`src/rtl/pipe_hazard_ctrl.sv`:
```
// Hazard/sequencing controller for the 5-stage pipeline: load-use stalls, branch flushes, dmem waits.
// Controls are combinational (same-cycle) from FSM state and inputs; state and perf counters are registered.
module pipe_hazard_ctrl #(
  parameter int TIMEOUT = 15,
  parameter int CNT_W   = 16
) (
  input  logic             clk,
  input  logic             rst,
  input  logic             idex_mem_read,
  input  logic [4:0]       idex_rt,
  input  logic [4:0]       id_rs,
  input  logic [4:0]       id_rt,
  input  logic [4:0]       ex_rs,
  input  logic [4:0]       ex_rt,
  input  logic             exmem_reg_write,
  input  logic [4:0]       exmem_rd,
  input  logic             memwb_reg_write,
  input  logic [4:0]       memwb_rd,
  input  logic             exmem_mem_read,
  input  logic             exmem_mem_write,
  input  logic             dmem_ready,
  input  logic             branch_taken,
  output logic             pc_write,
  output logic             ifid_write,
  output logic             ifid_flush,
  output logic             idex_flush,
  output logic             exmem_flush,
  output logic             pipe_hold,
  output logic [1:0]       forward_a,
  output logic [1:0]       forward_b,
  output logic             mem_fault,
  output logic [CNT_W-1:0] stall_cnt,
  output logic [CNT_W-1:0] flush_cnt
);

  typedef enum logic [1:0] {RUN = 2'd0, MEM_WAIT = 2'd1, FAULT = 2'd2} state_t;

  localparam logic [7:0]       TIMEOUT_V = 8'(TIMEOUT);
  localparam logic [CNT_W-1:0] CNT_MAX   = {CNT_W{1'b1}};

  state_t     state;
  logic [7:0] wait_cnt;
  logic       mem_busy;
  logic       load_use;

  assign mem_busy = (exmem_mem_read | exmem_mem_write) & ~dmem_ready;
  assign load_use = idex_mem_read & (idex_rt != 5'd0) &
                    ((idex_rt == id_rs) | (idex_rt == id_rt));

  // RUN and MEM_WAIT share one rule set: a wait releases in the cycle dmem_ready rises.
  always_comb begin
    pc_write    = 1'b0;
    ifid_write  = 1'b0;
    ifid_flush  = 1'b0;
    idex_flush  = 1'b0;
    exmem_flush = 1'b0;
    pipe_hold   = 1'b0;
    if (rst) begin
      case (state)
        RUN, MEM_WAIT: begin
          if (mem_busy) begin
            pipe_hold = 1'b1;
          end else if (branch_taken) begin
            pc_write    = 1'b1;
            ifid_write  = 1'b1;
            ifid_flush  = 1'b1;
            idex_flush  = 1'b1;
            exmem_flush = 1'b1;
          end else if (load_use) begin
            idex_flush = 1'b1;
          end else begin
            pc_write   = 1'b1;
            ifid_write = 1'b1;
          end
        end
        FAULT:   pipe_hold = 1'b1;
        default: pipe_hold = 1'b0;
      endcase
    end
  end

  always_comb begin
    forward_a = 2'b00;
    if (rst) begin
      if (exmem_reg_write && exmem_rd != 5'd0 && exmem_rd == ex_rs)
        forward_a = 2'b10;
      else if (memwb_reg_write && memwb_rd != 5'd0 && memwb_rd == ex_rs)
        forward_a = 2'b01;
    end
  end

  always_comb begin
    forward_b = 2'b00;
    if (rst) begin
      if (exmem_reg_write && exmem_rd != 5'd0 && exmem_rd == ex_rt)
        forward_b = 2'b10;
      else if (memwb_reg_write && memwb_rd != 5'd0 && memwb_rd == ex_rt)
        forward_b = 2'b01;
    end
  end

  always_ff @(posedge clk or negedge rst) begin
    if (!rst) begin
      state     <= RUN;
      wait_cnt  <= 8'd0;
      mem_fault <= 1'b0;
      stall_cnt <= '0;
      flush_cnt <= '0;
    end else begin
      case (state)
        RUN: begin
          if (mem_busy) begin
            state    <= MEM_WAIT;
            wait_cnt <= 8'd1;
          end
        end
        MEM_WAIT: begin
          if (!mem_busy) begin
            state    <= RUN;
            wait_cnt <= 8'd0;
          end else if (wait_cnt == TIMEOUT_V) begin
            state     <= FAULT;
            mem_fault <= 1'b1;
          end else begin
            wait_cnt <= wait_cnt + 8'd1;
          end
        end
        FAULT:   state <= FAULT;
        default: state <= RUN;
      endcase

      // FAULT is a dead pipeline, not a stall, so it is left out of the stall count.
      if (state != FAULT && !pc_write && stall_cnt != CNT_MAX)
        stall_cnt <= stall_cnt + CNT_W'(1);
      if (ifid_flush && flush_cnt != CNT_MAX)
        flush_cnt <= flush_cnt + CNT_W'(1);
    end
  end

endmodule

```
`config.mk`:
```
export PLATFORM = sky130hd
export DESIGN_NAME = pipe_hazard_ctrl
export DESIGN_NICKNAME = d
export VERILOG_FILES = /design/src/rtl/pipe_hazard_ctrl.sv
export SDC_FILE = /design/constraint.sdc
export NUM_CORES = 1
export LEC_CHECK = 0
export ABC_AREA = 1
export CORE_MARGIN = 5
export CORE_UTILIZATION = 45
export DETAILED_ROUTE_END_ITERATION = 16
export DONT_BUFFER_PORTS = 1
export GPL_TIMING_DRIVEN = 0
export PLACE_DENSITY = 0.69
export SYNTH_ARGS = -nofsm -noshare
export SYNTH_HDL_FRONTEND = slang
export SYNTH_SLANG_ARGS = --single-unit
```
`constraint.sdc`:
```
create_clock -name clk -period 4.6 [get_ports clk]
set_input_delay 0.92 -clock clk [delete_from_list [all_inputs] [get_ports clk]]
set_output_delay 0.92 -clock clk [all_outputs]
set_load 0.005 [all_outputs]
```
======== Word-level counts from Yosys, hierarchy flattened ========
Cells that the tools add are included.
cells by class
  add/subtract/negate cells ............... 3
  reduce and logical (&&, ||, !) cells .... 19
  equal/unequal tests ..................... 15
  muxes and demuxes ....................... 31
  bitwise operators ....................... 6
operators with widths
  operator                 count
  $add A16 B1 Y16 const B  2
  $ne A16 B16 Y1 const B   2
  $eq A5 B5 Y1             6
  $mux W8                  3
  $mux W1                  18
  $pmux W8 S2              1
  $reduce_bool A5 Y1       3
  $mux W2                  7
  $logic_and A1 B1 Y1      9
  $add A8 B1 Y8 const B    1
  $eq A8 B4 Y1 const B     1
  $ne A3 B3 Y1 const B     2
  $pmux W2 S3              1
  $reduce_and A3 Y1        2
  $ne A2 B2 Y1 const B     2
  $and A1 B1 Y1            3
  $eq A2 B1 Y1 const B     1
  $eq A2 B2 Y1 const B     1
  $logic_not A2 Y1         1
  $or A1 B1 Y1             2
  $pmux W1 S2              1
  $reduce_and A2 Y1        1
  $reduce_bool A2 Y1       1
  $reduce_or A2 Y1         1
  other kinds (2)          2
storage, ports and cells
  flip-flop bits (word level) ............. 43
  input bits .............................. 44
  logic and storage cells ................. 79

======== Longest topological paths before layout ========
Gate-level depths: netlist (run 1).
  word-level depth ........................ 11
  mapped depth ............................ 12

======== Worst setup path before layout (run 1) ========
No wires, ideal clock.
  kind .................................... input port to output port
  start ................................... input port idex_rt[3]
  end ..................................... output port pc_write
  buffers on the path ..................... 2
  arrival time ............................ 1.754 ns
  data required time ...................... 3.680 ns
  stages .................................. 11
  slack ................................... 1.926 ns
  path through ............................ inv_1 > nand2_1 > nand2_1 > nor2_1 > nand3_1 > nand2_1 > nand3_1 > nand2_2 > buf_4 > inv_1 > buf_4
between the ends
  cells in the longest elaborated chain, start to end .. 8
  elaborated cells between the ends (all ways) .. 11
  classes of those cells .................. eq/ne: 2; mux: 5; bitwise: 3; reduce/logical: 1
ends and longest elaborated chain
  element                                             line    text
  start: declaration                                  10      input logic [4:0] idex_rt,
  $eq A5 B5 Y1 or $reduce_bool A5 Y1 (tied branches)  48, 47
  $or A1 B1 Y1 or $and A1 B1 Y1 (tied branches)       48, 47
  $and A1 B1 Y1 (*)                                   47      assign load_use = idex_mem_read & (idex_rt != 5'd0) &
  $mux W1 (*) (5 in a row)                            --
  end: declaration                                    23      output logic pc_write,
Every way passes the cells marked *; elsewhere a longest branch is shown, timed or not.

======== Worst setup path in the final report (run 1) ========
Ends and elaborated chain as after synthesis.

==> results.cfg, run 1 <==
[setup_path]
r2r_end = stall_cnt[7]$_DFFE_PN0P_
worst_path_max_delay_cell = o21ai_0
end_kind = output pin
r2r_cells = 7
required_ns = 3.68
worstPathCellList = inv_1, nand4_1, o21ai_0, inv_1, nand3_1, nand2_2, buf_4, inv_1, buf_4
start_kind = input port
ff2ff_setup_slack_ns = 2.84
critical-path-top-delay-family = buffers and inverters
cp_data_arrival_time_ns = 1.93
path_max_fanout = 10
worst-path-buf-inv = 5
r2r-start = stall_cnt[0]$_DFFE_PN0P_
cp_common_cell = inv_1
crit_path_max_incr_delay_ns = 0.19
critical_path_class = in2out

[floorplanning]
die_width_um = 91.32
dieArea_sq_um = 8338
die_h_um = 91.32
start_util_pct = 46.59
num_io_pins = 87
core-area_sq_um = 6386
row_count = 29

[clocking]
cts_sinks = 43
cts_hold_buf = 0
cts_root_buffer = clkbuf_8
cts_buffers = 5
cts_max_path_buffers = 2
insertion_delay_ns = 0.29
cts_resized = 0
cts_tree = yes
clk_pin_slew_worst_paths_ns = 0.09
h-tree-depth = 2
cts_setup_buffers = 0

[sta]
period_share_pct = 61.90
drv_slew = 0
fin_hold_ws_ns = 0.3164
hold_violations = 0
rsz0062_at_grt = no
max_freq_mhz = 351.2
clock-skew-final_ns = 0.008342
slew-limit-headroom_pct = 68.52
fin_crit_ns = 2.848
tightest_slew_ns = 0.4686
finalSetupTns_ns = 0
fin_ws_ns = 1.752
final-setup-viol-count = 0

[yosys]
yosys-top-cells-count = nand2_1 (116), inv_1 (51), dfrtp_1 (43), nor2_1 (30), xor2_1 (28)
ys_warn_count = 0
synth_cells = 404
synth_nets = 451
ys_seq_elements = 43
synth_cell_types = 34
synth_edf_count = 0
synth_area_leader_cell = dfrtp_1
syn_area_sq_um = 2975
async_flop_share_pct = 100.0
ys.flop_type = dfrtp_1
synth.top_cell.area_share_pct = 36.16
synth_area_leaders = dfrtp_1 (36%), nand2_1 (15%), xor2_1 (8.2%), inv_1 (6.4%), nand4_1 (5.3%)
syn_avg_cell_area_sq_um = 7.365
synth.yosys.seq_area_share_pct = 36.16
synth_most_common_cell = nand2_1

[placement]
finalWeightedCongestion = 0.8509
portBuffers = 0
place_ws_ns = 1.744
dpl.hpwl_um = 5271

[route]
wl_per_cell_um = 13.67
drtPass1Iterations = 5
avgViaCountPerCell = 5.324
vias = 2598
drc = 0
postRouteAntennaNets = 0
drtIter0Drc = 94
drt_wl_total_um = 6669

[worst_hold_path]
hold_class = in2async

[pwr]
ir_drop_uv = 139.9
pwr_density_cell_nw_per_um2 = 223.9
p_leak_nw = 1.603
power_mw = 0.7109

[global_routing]
grt_overflow = 0
grt_pass1_vias = 2505
grt_max_degree = 46
grt.total_usage_pct = 16.15
antenna_found_initial = 0
grt_pass1_wl_um = 11490

[finish]
syn_to_final_growth_pct = 6.686
antennaDiodeCount = 0
layout.nets = 458
drive_above_1_share_pct = 7.299

[job]
cap_violations = 0

[status]
status = completed
==> per-layer routing <==
layer	track usage [%]	vias up	part of all wire [%]
li1	-	1315	-
met1	20.26	1230	43
met2	28.25	51	51
met3	4.628	2	5.8
met4	2.200	0	0.13
met5	0	-	0
==> worst register-to-register path, cell delays in order, from the launching register on <==
cell and delay (ns):
dfrtp_1 0.46, ha_1 0.25, nand3_1 0.13, nor2_4 0.17, nand4_2 0.20, buf_2 0.26, nand4_1 0.12, nand2_1 0.06
==> worst max path at each step <==
stage / to / cells after the start / slack, ns / from
floorplan: pc_write / 11 / 1.93 / idex_rt[3]
global placement: pc_write / 11 / 1.76 / idex_rt[3]
detailed placement: pc_write / 11 / 1.74 / idex_rt[3]
CTS: pc_write / 11 / 1.74 / idex_rt[3]
global route: pc_write / 11 / 1.62 / idex_rt[1]
finish: pc_write / 9 / 1.75 / idex_rt[3]
==> layout make-up <==
type | instances | area, sq um
Buffer | 8 | 53.80
Clock buffer | 6 | 72.57
Clock inverter | 1 | 30.03
Fill cell | 610 | 3212
Inverter | 53 | 198.9
Multi-Input combinational cell | 300 | 1647
Sequential cell | 43 | 1076
Tap cell | 77 | 96.34
==> cells in the final DEF, fill, tap and decap left out, types with 2 or more instances in the layout <==
master | Yosys | routed
nand2_1 | 116 | 116
dfrtp_1 | 43 | 43
a21oi_1 | 10 | 10
nor2_2 | 3 | 3
buf_4 | 4 | 4
nand4_1 | 25 | 25
nor3_1 | 12 | 12
o21ai_0 | 8 | 8
or2_2 | 3 | 3
xnor2_1 | 17 | 17
clkbuf_8 | 0 | 5
clkbuf_1 | 2 | 3
ha_1 | 3 | 3
xor2_1 | 28 | 28
nor2_4 | 2 | 2
nor4_1 | 4 | 4
inv_1 | 51 | 51
o31ai_1 | 3 | 3
nand3_1 | 24 | 24
nor2_1 | 30 | 30
inv_2 | 2 | 2
==> flip-flops by register name (all words and copies together), names as in the netlist <==
register / flops
state: 2
mem_fault: 1
stall_cnt: 16
wait_cnt: 8
flush_cnt: 16
==> through the flow <==
| stage | std cells | cell area (sq um) | utilization, % |
|---|---|---|---|
| floorplan | 404 | 2975 | - |
| global placement | 481 | 3072 | 48.10 |
| detailed placement | 481 | 3072 | 48.10 |
| CTS | 488 | 3174 | 49.71 |
| global route | 488 | 3174 | 49.71 |
| finish | 488 | 3174 | 49.71 |
==> logic make-up after synthesis <==
kind of cell               count (synthesis)  synth area share (%)
xor gates and xnor gates                  45                 13.25
AOI/OAI and AO/OA                         25                 5.173
DFF                                       43                 36.16
adders and majority gates                  3                 1.262
buffers and inverters                     61                 8.494
and+or+nand+nor                          227                 35.66
==> power breakdown <==
part           internal (mW)  switching (mW)
Combinational         0.0207          0.0221
Sequential             0.380         0.00278
Clock                  0.159           0.126
Note: power is estimated with default switching activity, not from simulation.
==> run 2, diff against run 1 <==
==> constraint.sdc (replaced) <==
create_clock -name clk -period 2.7 [get_ports clk]
set_input_delay 0.54 -clock clk [delete_from_list [all_inputs] [get_ports clk]]
set_output_delay 0.54 -clock clk [all_outputs]
set_load 0.005 [all_outputs]
==> results.cfg, run 2 (synthesis results as in run 1) <==
[finish]
syn_to_final_growth_pct = 7.611
final_area_sq_um = 3202
num-fill-cells = 609
drive_above_1_share_pct = 7.524
biggestRegsByFlops = flush_cnt x16, stall_cnt x16, wait_cnt x8
final_common_cell = nand2_1
layout.cells.non_filler = 489
layout.nets = 459
antennaDiodeCount = 0
final_cell_mix = nand2_1 (116), inv_1 (51), dfrtp_1 (43)

[setup_path]
end_kind = output pin
cp_data_arrival_time_ns = 1.55
critical_path_class = in2out
path_max_fanout = 10
crit_path_max_incr_delay_ns = 0.19
start_kind = input port
critical-path-top-delay-family = buffers and inverters
cp_common_cell = inv_1
worst_path_max_delay_cell = o21ai_0
worst-path-buf-inv = 5
worstPathCellList = inv_1, nand4_1, o21ai_0, inv_1, nand3_1, nand2_2, buf_4, inv_1, buf_4
required_ns = 2.16

[route]
drtIter0Drc = 109
drtPass1Iterations = 6
drt_wl_total_um = 6729
postRouteAntennaNets = 0
vias = 2607
wl_per_cell_um = 13.76
drc = 0
avgViaCountPerCell = 5.331

[sta]
finalSetupTns_ns = 0
rsz0062_at_grt = no
hold_violations = 0
max_freq_mhz = 478.6
fin_ws_ns = 0.6104
final-setup-viol-count = 0
fin_crit_ns = 2.090
drv_slew = 0
period_share_pct = 77.39
tightest_slew_ns = 0.4685
slew-limit-headroom_pct = 68.53
clock-skew-final_ns = 0.008427

[placement]
dp.cells = 481
dpl.hpwl_um = 5271
place_ws_ns = 0.6037
portBuffers = 0
finalWeightedCongestion = 0.8509
dpl_cell_area_sq_um = 3072

[status]
status = completed

[floorplanning]
die_width_um = 91.32
row_count = 29
num_io_pins = 87
dieArea_sq_um = 8338
die_h_um = 91.32
core-area_sq_um = 6386
start_util_pct = 46.59

[clocking]
cts_resized = 0
cts_setup_buffers = 0
cts_tree = yes
cts_sinks = 43
insertion_delay_ns = 0.29
cts_max_path_buffers = 2
h-tree-depth = 2
clk_pin_slew_worst_paths_ns = 0.08
cts_root_buffer = clkbuf_8
cts_hold_buf = 1
cts_buffers = 5

[global_routing]
grtUsageMet2_pct = 28.73
grt_overflow = 0
grt_pass1_vias = 2521
grt_max_degree = 44
antenna_found_initial = 0
met1_usage_pct = 20.31
gr-usage-met3_pct = 4.628
grt_most_used_layer = met2
grt_pass1_wl_um = 11560
grt.total_usage_pct = 16.31

[pwr]
ir_drop_uv = 238.3
pwr_density_cell_nw_per_um2 = 383.4
p_leak_nw = 1.616

[worst_hold_path]
hold_class = in2async

[job]
cap_violations = 0
[run 2: cell count changes in the layout (fill, tap and decap cells not counted), sizes merged]
cell and change:
buf +1
[run 2: power breakdown]
| group | internal, mW | switching (mW) | total [mW] | leakage, nW |
|---|---|---|---|---|
| registers | 0.647 | 0.00464 | 0.652 | 0.547 |
| clock network | 0.272 | 0.215 | 0.486 | 0.0513 |
| logic | 0.0395 | 0.0497 | 0.0892 | 1.02 |
| total | 0.958 | 0.269 | 1.23 | 1.62 |
[run 2: worst paths after layout]
path                                           from                       end  slack, ns  cells past startpoint
hold / removal                                  rst   wait_cnt[2]$_DFFE_PN0P_       0.09                      1
setup / recovery                         idex_rt[3]                  pc_write       0.61                      9
max in group asynchronous                       rst  flush_cnt[4]$_DFFE_PN0P_       2.41                      1
setup reg to reg           stall_cnt[0]$_DFFE_PN0P_  stall_cnt[7]$_DFFE_PN0P_       0.94                      7
min in group clk               state[0]$_DFFE_PN0P_      state[0]$_DFFE_PN0P_       0.45                      1
hold reg to reg                state[0]$_DFFE_PN0P_      state[0]$_DFFE_PN0P_       0.45                      1
[run 2: metrics by stage]
stage / hold WS, ns / utilization [%] / power [mW]
2_1_floorplan: 0.2444 / - / 0.7272
3_3_place_gp: 0.2465 / 48.10 / 0.7364
3_5_place_dp: 0.2467 / 48.10 / 0.7379
4_1_cts: 0.09166 / 50.14 / 1.239
5_1_grt: 0.08752 / 50.14 / 1.288
6_report: 0.08593 / 50.14 / 1.227
[run 2: worst reg2reg max path, stage by stage, from the launching register on]
cell and delay [ns]:
dfrtp_1 0.46, ha_1 0.25, nand3_1 0.13, nor2_4 0.17, nand4_2 0.20, buf_2 0.26, nand4_1 0.12, nand2_1 0.06
[run 2: final cells by class]
class                           instances  area, sq um  area share (%)
Clock inverter                          1        30.03          0.9379
Timing Repair Buffer                    1        27.53          0.8597
Tap cell                               77        96.34           3.009
Sequential cell                        43         1076           33.61
Multi-Input combinational cell        300         1647           51.43
Buffer                                  8        53.80           1.680
Inverter                               53        198.9           6.213
Clock buffer                            6        72.57           2.267
[run 2: routing by layer]
layer	vias to the layer above	share of wire, %
li1	1318	-
met1	1225	42
met2	62	51
met3	2	6.4
met4	0	0.13
met5	-	0
==> run 3, diff against run 2 <==
==> constraint.sdc (replaced) <==
create_clock -name clk -period 1.95 [get_ports clk]
set_input_delay 0.39 -clock clk [delete_from_list [all_inputs] [get_ports clk]]
set_output_delay 0.39 -clock clk [all_outputs]
set_load 0.005 [all_outputs]
==> results.cfg, run 3 (synthesis results as in run 1) <==
[setup_path]
r2r_cells = 7
required_ns = 1.56
r2r-start = stall_cnt[0]$_DFFE_PN0P_
critical_path_class = reg2out
r2r_end = stall_cnt[7]$_DFFE_PN0P_
worstPathCellList = inv_1, nand2_1, clkbuf_1, a21oi_1
ff2ff_setup_slack_ns = 0.19
crit_path_max_incr_delay_ns = 0.38
cp_data_arrival_time_ns = 1.45
worst_path_max_delay_cell = dfrtp_1
end_kind = output pin
path_max_fanout = 10
start_kind = flip-flop

[clocking]
cts_sinks = 43
cts_tree = yes
insertion_delay_ns = 0.29
cts_setup_buffers = 0
cts_buffers = 5
cts_root_buffer = clkbuf_8
cts_max_path_buffers = 2
h-tree-depth = 2
clk_pin_slew_worst_paths_ns = 0.08

[placement]
portBuffers = 0
finalWeightedCongestion = 0.8509
dpl.hpwl_um = 5271
place_ws_ns = 0.1537

[floorplanning]
start_util_pct = 46.59
num_io_pins = 87
core-area_sq_um = 6386
die_h_um = 91.32
row_count = 29
die_width_um = 91.32
dieArea_sq_um = 8338

[route]
avgViaCountPerCell = 5.312
drtIter0Drc = 114
drtPass1Iterations = 4
drc = 0
drt_wl_total_um = 6749
wl_per_cell_um = 13.77
vias = 2603
postRouteAntennaNets = 0

[worst_hold_path]
hp-start = dmem_ready
min_path_cells = 2
hold_path_end = wait_cnt[2]$_DFFE_PN0P_
hold_class = in2reg

[pwr]
ir_drop_uv = 330.5
pwr-share-seq_pct = 53.0
internal-power_mw = 1.328
netSwitchingPower_mw = 0.3754
p_clk_share_pct = 39.6
p_leak_nw = 1.619
sw_frac_of_total_pct = 22.04
comb_power_share_pct = 7.4
pwr_density_cell_nw_per_um2 = 529.5

[sta]
clock-skew-final_ns = 0.008659
slew-limit-headroom_pct = 68.52
final-setup-viol-count = 0
fin_ws_ns = 0.1146
max_freq_mhz = 544.9
hold_violations = 0
fin_hold_ws_ns = 0.3786
finalSetupTns_ns = 0
fin_crit_ns = 1.835
rsz0062_at_grt = no
drv_slew = 0
tightest_slew_ns = 0.4686
period_share_pct = 94.12

[job]
cap_violations = 0

[finish]
layout.nets = 460
multi_input_area_sq_um = 1652
final_common_cell = nand2_1
num-fill-cells = 608
antennaDiodeCount = 0
final-seq-area_sq_um = 1076
final_cell_mix = nand2_1 (116), inv_1 (50), dfrtp_1 (43)
syn_to_final_growth_pct = 8.116
biggestRegsByFlops = flush_cnt x16, stall_cnt x16, wait_cnt x8
drive_above_1_share_pct = 7.990

[global_routing]
grt_overflow = 0
grt_pass1_wl_um = 11580
grt_pass1_vias = 2524
grt.total_usage_pct = 16.34
antenna_found_initial = 0
grt_max_degree = 44

[status]
status = completed
-- run 3: critical path: cells and delay by family, from the launching register on --
family | cells | cell delay (ns)
AO/OA/AOI/OAI | 1 | 0.32
buffers and inverters | 2 | 0.35
AND/OR/NAND/NOR | 1 | 0.12
flip-flops | 1 | 0.38
-- run 3: timing repair --
item / CTS / global route
setup endpoints to repair: 0 / 2
hold buffers: 2 / 0
hold endpoints to repair: 43 / 0
gates resized for setup: 0 / 2
-- run 3: power groups by stage --
stage                     clock network (mW)  logic [mW]  registers [mW]
final                                  0.675       0.126           0.903
after global placement                     0      0.0994           0.920
after CTS                              0.687       0.129           0.902
after detailed placement                   0       0.102           0.920
after floorplan                            0      0.0877           0.919
after global routing                   0.735       0.148           0.904
-- run 3: area by class of cell --
cell class | count | share of cell area (%)
Multi-Input combinational cell | 300 | 51.34
Sequential cell | 43 | 33.45
Inverter | 53 | 6.184
Tap cell | 77 | 2.995
Clock buffer | 6 | 2.256
Buffer | 8 | 1.672
Timing Repair Buffer | 2 | 1.167
Clock inverter | 1 | 0.9335
-- run 3: per-layer routing --
layer / vias to the layer above / share of wire (%) / GRT usage (%)
li1: 1321 / - / -
met1: 1223 / 43 / 20.41
met2: 55 / 51 / 28.73
met3: 4 / 5.8 / 4.628
met4: 0 / 0.31 / 2.200
met5: - / 0 / 0
-- run 3: how the worst max path moves through the flow --
| stage | start | endpoint | slack [ns] | depth (start not counted) |
|---|---|---|---|---|
| 4_1_cts | state[1]$_DFFE_PN0P_ | pc_write | 0.06 | 7 |
| 5_1_grt | idex_rt[1] | pc_write | 0.03 | 11 |
| 2_1_floorplan | idex_rt[3] | pc_write | 0.34 | 11 |
| 3_3_place_gp | idex_rt[3] | pc_write | 0.17 | 11 |
| 6_report | state[0]$_DFFE_PN0P_ | pipe_hold | 0.11 | 4 |
| 3_5_place_dp | idex_rt[3] | pc_write | 0.15 | 11 |
-- run 3: per-stage QoR --
step | instances | power (mW) | util [%] | instance area, sq um
detailed placement | 481 | 1.022 | 48.10 | 3072
global placement | 481 | 1.020 | 48.10 | 3072
finish | 490 | 1.703 | 50.37 | 3217
floorplan | 404 | 1.007 | - | 2975
global route | 490 | 1.786 | 50.37 | 3217
CTS | 490 | 1.719 | 50.29 | 3212
